<file path="src/rtl/data_mem_responder.sv">
// data_mem_responder: pipeline data-memory responder driving a wait-stated SRAM port and the IP register port.
// Define MEM_RESP_ALIGN_CHK_EN to reject misaligned memory requests with an err pulse instead of accessing SRAM.
module data_mem_responder #(
  parameter int WAIT_CYCLES = 2,
  parameter int DATA_W = 32
) (
  input  logic              clk,
  input  logic              rst,
  input  logic              req_ena,
  input  logic              req_rw,
  input  logic [19:0]       req_addr,
  input  logic [DATA_W-1:0] req_wdata,
  input  logic              req_ip,
  output logic              stall,
  output logic              ack,
  output logic              rvalid,
  output logic [DATA_W-1:0] rdata,
  output logic              err,
  output logic              mem_cs,
  output logic              mem_we,
  output logic [17:0]       mem_addr,
  output logic [DATA_W-1:0] mem_wdata,
  input  logic [DATA_W-1:0] mem_rdata,
  output logic              ip_we,
  output logic [3:0]        ip_addr,
  output logic [DATA_W-1:0] ip_wdata
);
  typedef enum logic [1:0] {IDLE, ACCESS, IPWR, DONE} state_t;
  state_t              state_q;
  logic [3:0]          cnt_q;
  logic                rd_q;
  logic                mem_cs_q, mem_we_q, ip_we_q, ack_q, rvalid_q;
  logic [DATA_W-1:0]   rdata_q, mem_wdata_q, ip_wdata_q;
  logic [17:0]         mem_addr_q;
  logic [3:0]          ip_addr_q;
`ifdef MEM_RESP_ALIGN_CHK_EN
  logic                err_q;
  logic                mis;
  assign mis = |req_addr[1:0];
  assign err = err_q;
`else
  logic                unused_low_addr;
  assign unused_low_addr = ^req_addr[1:0];
  assign err = 1'b0;
`endif
  assign stall     = req_ena & ~ack_q;
  assign ack       = ack_q;
  assign rvalid    = rvalid_q;
  assign rdata     = rdata_q;
  assign mem_cs    = mem_cs_q;
  assign mem_we    = mem_we_q;
  assign mem_addr  = mem_addr_q;
  assign mem_wdata = mem_wdata_q;
  assign ip_we     = ip_we_q;
  assign ip_addr   = ip_addr_q;
  assign ip_wdata  = ip_wdata_q;
  always_ff @(posedge clk or posedge rst) begin
    if (rst) begin
      state_q     <= IDLE;
      cnt_q       <= '0;
      rd_q        <= 1'b0;
      mem_cs_q    <= 1'b0;
      mem_we_q    <= 1'b0;
      ip_we_q     <= 1'b0;
      ack_q       <= 1'b0;
      rvalid_q    <= 1'b0;
      rdata_q     <= '0;
      mem_addr_q  <= '0;
      mem_wdata_q <= '0;
      ip_addr_q   <= '0;
      ip_wdata_q  <= '0;
`ifdef MEM_RESP_ALIGN_CHK_EN
      err_q       <= 1'b0;
`endif
    end else begin
      ack_q    <= 1'b0;
      rvalid_q <= 1'b0;
      ip_we_q  <= 1'b0;
`ifdef MEM_RESP_ALIGN_CHK_EN
      err_q    <= 1'b0;
`endif
      case (state_q)
        IDLE: if (req_ena) begin
          if (req_ip) begin
            ip_addr_q  <= req_addr[5:2];
            ip_wdata_q <= req_wdata;
            ip_we_q    <= 1'b1;
            state_q    <= IPWR;
          end
`ifdef MEM_RESP_ALIGN_CHK_EN
          else if (mis) begin
            err_q   <= 1'b1;
            ack_q   <= 1'b1;
            state_q <= DONE;
          end
`endif
          else begin
            mem_addr_q  <= req_addr[19:2];
            mem_wdata_q <= req_wdata;
            rd_q        <= ~req_rw;
            cnt_q       <= 4'(WAIT_CYCLES);
            mem_cs_q    <= 1'b1;
            mem_we_q    <= req_rw;
            state_q     <= ACCESS;
          end
        end
        // mem_rdata is captured on the same edge that closes the access window
        ACCESS: if (cnt_q == 4'd0) begin
          mem_cs_q <= 1'b0;
          mem_we_q <= 1'b0;
          if (rd_q) rdata_q <= mem_rdata;
          ack_q    <= 1'b1;
          rvalid_q <= rd_q;
          state_q  <= DONE;
        end else begin
          cnt_q <= cnt_q - 4'd1;
        end
        IPWR: begin
          ack_q   <= 1'b1;
          state_q <= DONE;
        end
        default: state_q <= IDLE;
      endcase
    end
  end
endmodule

</file>
<file path="config.mk">
export PLATFORM = sky130hd
export DESIGN_NAME = data_mem_responder
export DESIGN_NICKNAME = d
export VERILOG_FILES = /design/src/rtl/data_mem_responder.sv
export SDC_FILE = /design/constraint.sdc
export NUM_CORES = 1
export LEC_CHECK = 0
export BUFFER_PORTS_ARGS = -buffer_cell sky130_fd_sc_hd__clkbuf_2
export CAP_MARGIN = 10
export CORE_MARGIN = 4
export CORE_UTILIZATION = 48
export CTS_BUF_LIST = sky130_fd_sc_hd__clkbuf_4 sky130_fd_sc_hd__clkbuf_8 sky130_fd_sc_hd__clkbuf_16
export DETAILED_ROUTE_END_ITERATION = 6
export GPL_TIMING_DRIVEN = 0
export PLACE_DENSITY = 0.83
export SLEW_MARGIN = 0
export SYNTH_ARGS = -nofsm -noshare
export SYNTH_HDL_FRONTEND = slang
export SYNTH_SLANG_ARGS = --single-unit
</file>
<file path="constraint.sdc">
create_clock -name clk -period 4.8 [get_ports clk]
set_clock_uncertainty 0.05 [all_clocks]
set_input_delay 0.96 -clock clk [delete_from_list [all_inputs] [get_ports clk]]
set_output_delay 0.96 -clock clk [all_outputs]
set_load 0.005 [all_outputs]
</file>
After elaboration in Yosys (flattened, before gate mapping)

Index checks and enable logic that the tools add are counted.

$add $sub $neg: 1
Multipliers: 0
Divide/modulo/power cells: 0
Order comparisons: 0
Eq/ne operators: 6
Shift-type cells: 0
Multiplexer cells: 22
Bitwise gates (word level): 4
Reductions and logical operators: 9

Operator list:

| kind                                              | number |
|---|---|
| 2-to-1 mux 4 bit                                  | 3 |
| 2-to-1 mux 1 bit                                  | 11 |
| AND reduction 3 bit                               | 3 |
| != test 2 bit (second input constant)             | 4 |
| case mux 4 bit (2 select lines)                   | 1 |
| AND reduction 4 bit                               | 2 |
| 2-to-1 mux 2 bit                                  | 3 |
| case mux 1 bit (2 select lines)                   | 3 |
| case mux 2 bit (3 select lines)                   | 1 |
| zero test 4 bit                                   | 1 |
| subtractor 4 x 1 -> 4 bit (second input constant) | 1 |
| NOT 1 bit                                         | 3 |
| == test 2 x 1 -> 1 bit (second input constant)    | 1 |
| == test 2 bit (second input constant)             | 1 |
| zero test 2 bit                                   | 1 |
| AND reduction 2 bit                               | 1 |
| nonzero test 2 bit                                | 1 |
| bitwise AND 1 bit                                 | 1 |

Bits in registers: 130
Bits in latches: 0
Memory bits (writable): 0
ROM bits: 0
Input port bits: 89
Output and inout bits: 125
Word-level logic and storage cells: 55
Memories kept: 0

Logic depth before layout (Yosys ltp)

Word-level depth: 3
Depth in mapped cells: 7
Mapped depth without buffers: 5

Worst setup path after synthesis

No wires, ideal clock.

Path type: input port to output port
Start point: input req_ena
End point: output stall
Arrival: 1.091 ns
Required time: 3.790 ns
Path slack: 2.699 ns
Stages: 1
Path buffers: 0
Cell sequence: nor2b_1

Cells in the longest elaborated chain, start to end: 1

RTL lines:

| element           | RTL line | text |
|---|---|---|
| start, declared   | 9        | `input logic req_ena,` |
| bitwise AND 1 bit | 46       | `assign stall = req_ena & ~ack_q;` |
| end, declared     | 14       | `output logic stall,` |

No other way between the ends.

Final worst setup path

Same ends and word-level chain as after synthesis.

==> reports/qor.csv <==
metric,value,unit
Antenna diodes,0,
Worst Setup Path Type,in2out,
share of cells above drive strength 1,0.6799,
unrepaired setup endpoints after global routing,no,
leakage,3.689,nW
clk sink count,130,
post-layout utilization of the core,0.6771,
input/output buffers,210,
source-to-sink clock delay at the later pin of the worst-skew pair,0.50,ns
proportion of synthesized chip area in sequential cells,0.6297,
critical path's slowest cell,sky130_fd_sc_hd__nor2b_1,
die span in x,111.7,um
min Tclk post-route,2.355,ns
data arrival time of the worst path,1.34,ns
pin count of the biggest net entering global routing,74,
longest individual stage delay on the worst path,0.14,ns
transition time of the tightest slew-check pin,0.5256,ns
number of buffers inserted during clock tree synthesis,17,
Synth Flop Type,sky130_fd_sc_hd__dfrtp_1,
number of global-route vias before repair,3885,
area added between synthesis and finish,36.52,%
Worst VDD drop,0.0003670,V
Post-Synthesis Mean Instance Area,16.45,sq um
remaining max-slew budget at the tightest pin,0.6496,
clock transition time at the flip-flop clock pins of the worst setup and hold paths,0.05,ns
"synthesized-area fraction occupied by ao, oa, aoi and oai cells",0.01938,
critical path peak fanout,4,
Layout fillers,754,
Detail Route Antenna Nets,0,
initial antenna violation count,0,
total setup buffers inserted after CTS,0,
# setup viols final,0,
drt drc,0,
pre-CTS setup slack,2.410,ns
Routed WL per cell,17.33,um
Adder-Cell Fraction of Synth Area,0.01453,
data required time at the worst endpoint,3.79,ns
Post-Syn Instances,314,
"leading cell type in the layout, fill and taps excluded",sky130_fd_sc_hd__clkbuf_2,
type of element launching the critical path,input pin,
post-route cell area,7053,sq um
simple-gate area share of the yosys netlist,0.02470,
average via count per standard cell,5.013,
xor/xnor cell area share of the yosys netlist,0,
Hold/Removal Path Class,reg2reg,
initial cell density of the core,0.4960,
final cycle utilization of the critical path,0.4906,
dominant cell type by count on the critical path,sky130_fd_sc_hd__clkbuf_2,
Overall Power,4.893,mW
dominant combinational cell family by area after synthesis,multiplexers,
count of state elements after synthesis,130,
total cell area at the placement stage,6420,sq um
"commonest cells after routing, fill and taps aside","sky130_fd_sc_hd__clkbuf_2, sky130_fd_sc_hd__dfrtp_1, sky130_fd_sc_hd__mux2_2, sky130_fd_sc_hd__mux2_4, sky130_fd_sc_hd__clkbuf_16",
number of levels in the clock H-tree,4,
max capacitance violation total,0,
global-route wire length before repair,19640,um
"Hold-fix buffers, CTS",0,
GRT Resource Usage Total,0.1994,
highest attainable clock frequency,424.7,MHz
final max-slew violation count,0,
Top Ports,214,
number of search-and-repair iterations in the first detailed-routing pass,4,
number of DRC markers after the initial detailed-route iteration,84,
die area,12490,sq um
Row Count,37,
library cell used as clock root buffer,sky130_fd_sc_hd__clkbuf_8,
maximum buffer depth of the clock tree,2,
Overflow after GRT,0,
outcome,"complete, no violations",
Vias,3469,
layout net count,639,
standard cell core area,10420,sq um
total standard cell area after synthesis,5166,sq um
final hold violations,0,
share of cell area taken by muxes after synthesis,0.2865,
Synth Warn #,0,
hpwl dp,9030,um
power density over the cells,693.7,nW/um^2
count of instances resized after the clock tree is built,0,
"Net Count, Synth",409,
minimum setup slack in the final design,2.445,ns
clock tree from TritonCTS,built,
Synth async-reset ratio,1.000,
Yosys cell types,33,
vertical die dimension,111.7,um
Detailed Route WL,12000,um
number of flops mapped to enable cells by yosys,0,
element type at the critical path end,output port,
"Cell Chain, Critical Path","clkbuf_2, nor2b_1, clkbuf_2",
gp weighted congestion,0.8070,
[flip-flops by register name (all words and copies together), names as in the netlist, 2 cells and up]
register	cells
mem_wdata	32
cnt_q	4
ip_addr	4
mem_addr	18
state_q	2
ip_wdata	32
rdata	32
[metal layers]
layer,up-vias,global-route usage,part of all wire
met5,-,0,0
met4,0,0.07867,0.019
met3,21,0.05652,0.061
met2,138,0.3557,0.54
met1,1742,0.2251,0.38
li1,1568,-,-
[through the flow]
| step | hold WS (ns) | TNS, ns | std cells |
|---|---|---|---|
| after detailed placement | 0.4372 | 0 | 661 |
| final | 0.4490 | 0 | 692 |
| after floorplan | 0.4389 | 0 | 314 |
| after CTS | 0.4497 | 0 | 692 |
| after global routing | 0.4682 | 0 | 692 |
| after global placement | 0.4285 | -112.09 | 660 |
[report_power, final]
part	switching, mW	internal (mW)
logic	0.637	0.950
registers	0.299	1.64
clock network	0.442	0.921
[cell usage after synthesis, types with 2 or more instances]
library cell,instances,area [sq um]
sky130_fd_sc_hd__a21oi_1,4,20.02
sky130_fd_sc_hd__and3_1,2,12.51
sky130_fd_sc_hd__buf_2,8,40.04
sky130_fd_sc_hd__buf_6,4,45.04
sky130_fd_sc_hd__dfrtp_1,130,3253
sky130_fd_sc_hd__ha_1,6,75.07
sky130_fd_sc_hd__inv_1,9,33.78
sky130_fd_sc_hd__mux2_1,2,22.52
sky130_fd_sc_hd__mux2_2,89,1002
sky130_fd_sc_hd__mux2_4,29,435.4
sky130_fd_sc_hd__mux2i_1,2,20.02
sky130_fd_sc_hd__nand2_1,3,11.26
sky130_fd_sc_hd__nand2b_1,2,12.51
sky130_fd_sc_hd__nor2_1,2,7.510
sky130_fd_sc_hd__nor2b_1,4,25.02
[layout make-up]
cell class              count  area [sq um]  share of cell area
clock buffers              21         450.4             0.06386
inverters                   9         38.79            0.005499
multi-input cells         162          1787              0.2533
well taps                 136         170.2             0.02413
flip-flops and latches    130          3253              0.4612
clock inverters            10         182.7             0.02590
repair buffers            211          1079              0.1529
plain buffers              13         92.59             0.01313
[path summary, 6_finish.rpt]
| check | startpoint | end | slack, ns | cells after the start |
|---|---|---|---|---|
| max | req_ena | stall | 2.45 | 3 |
| min | mem_addr[15]$_DFFE_PP0P_ | mem_addr[15]$_DFFE_PP0P_ | 0.45 | 1 |
| max reg2reg | state_q[0]$_DFFE_PP0P_ | mem_we$_DFFE_PP0P_ | 2.72 | 6 |
| min reg2reg | mem_addr[15]$_DFFE_PP0P_ | mem_addr[15]$_DFFE_PP0P_ | 0.45 | 1 |
| max in group asynchronous | rst | mem_wdata[30]$_DFFE_PP0P_ | 3.52 | 3 |
| min in group asynchronous | rst | rdata[29]$_DFFE_PP0P_ | 0.46 | 2 |
[cell families after synthesis]
| family | Yosys count |
|---|---|
| mux | 122 |
| other cells | 1 |
| simple gates | 19 |
| buf+inv | 22 |
| flops | 130 |
| compound gates | 14 |
| fa+ha+maj | 6 |
[worst max-delay path, delay by kind of cell]
family | cells | cell delay (ns)
simple gates | 1 | 0.14
buf+inv | 2 | 0.25
Power figures use the tool's default switching activity.
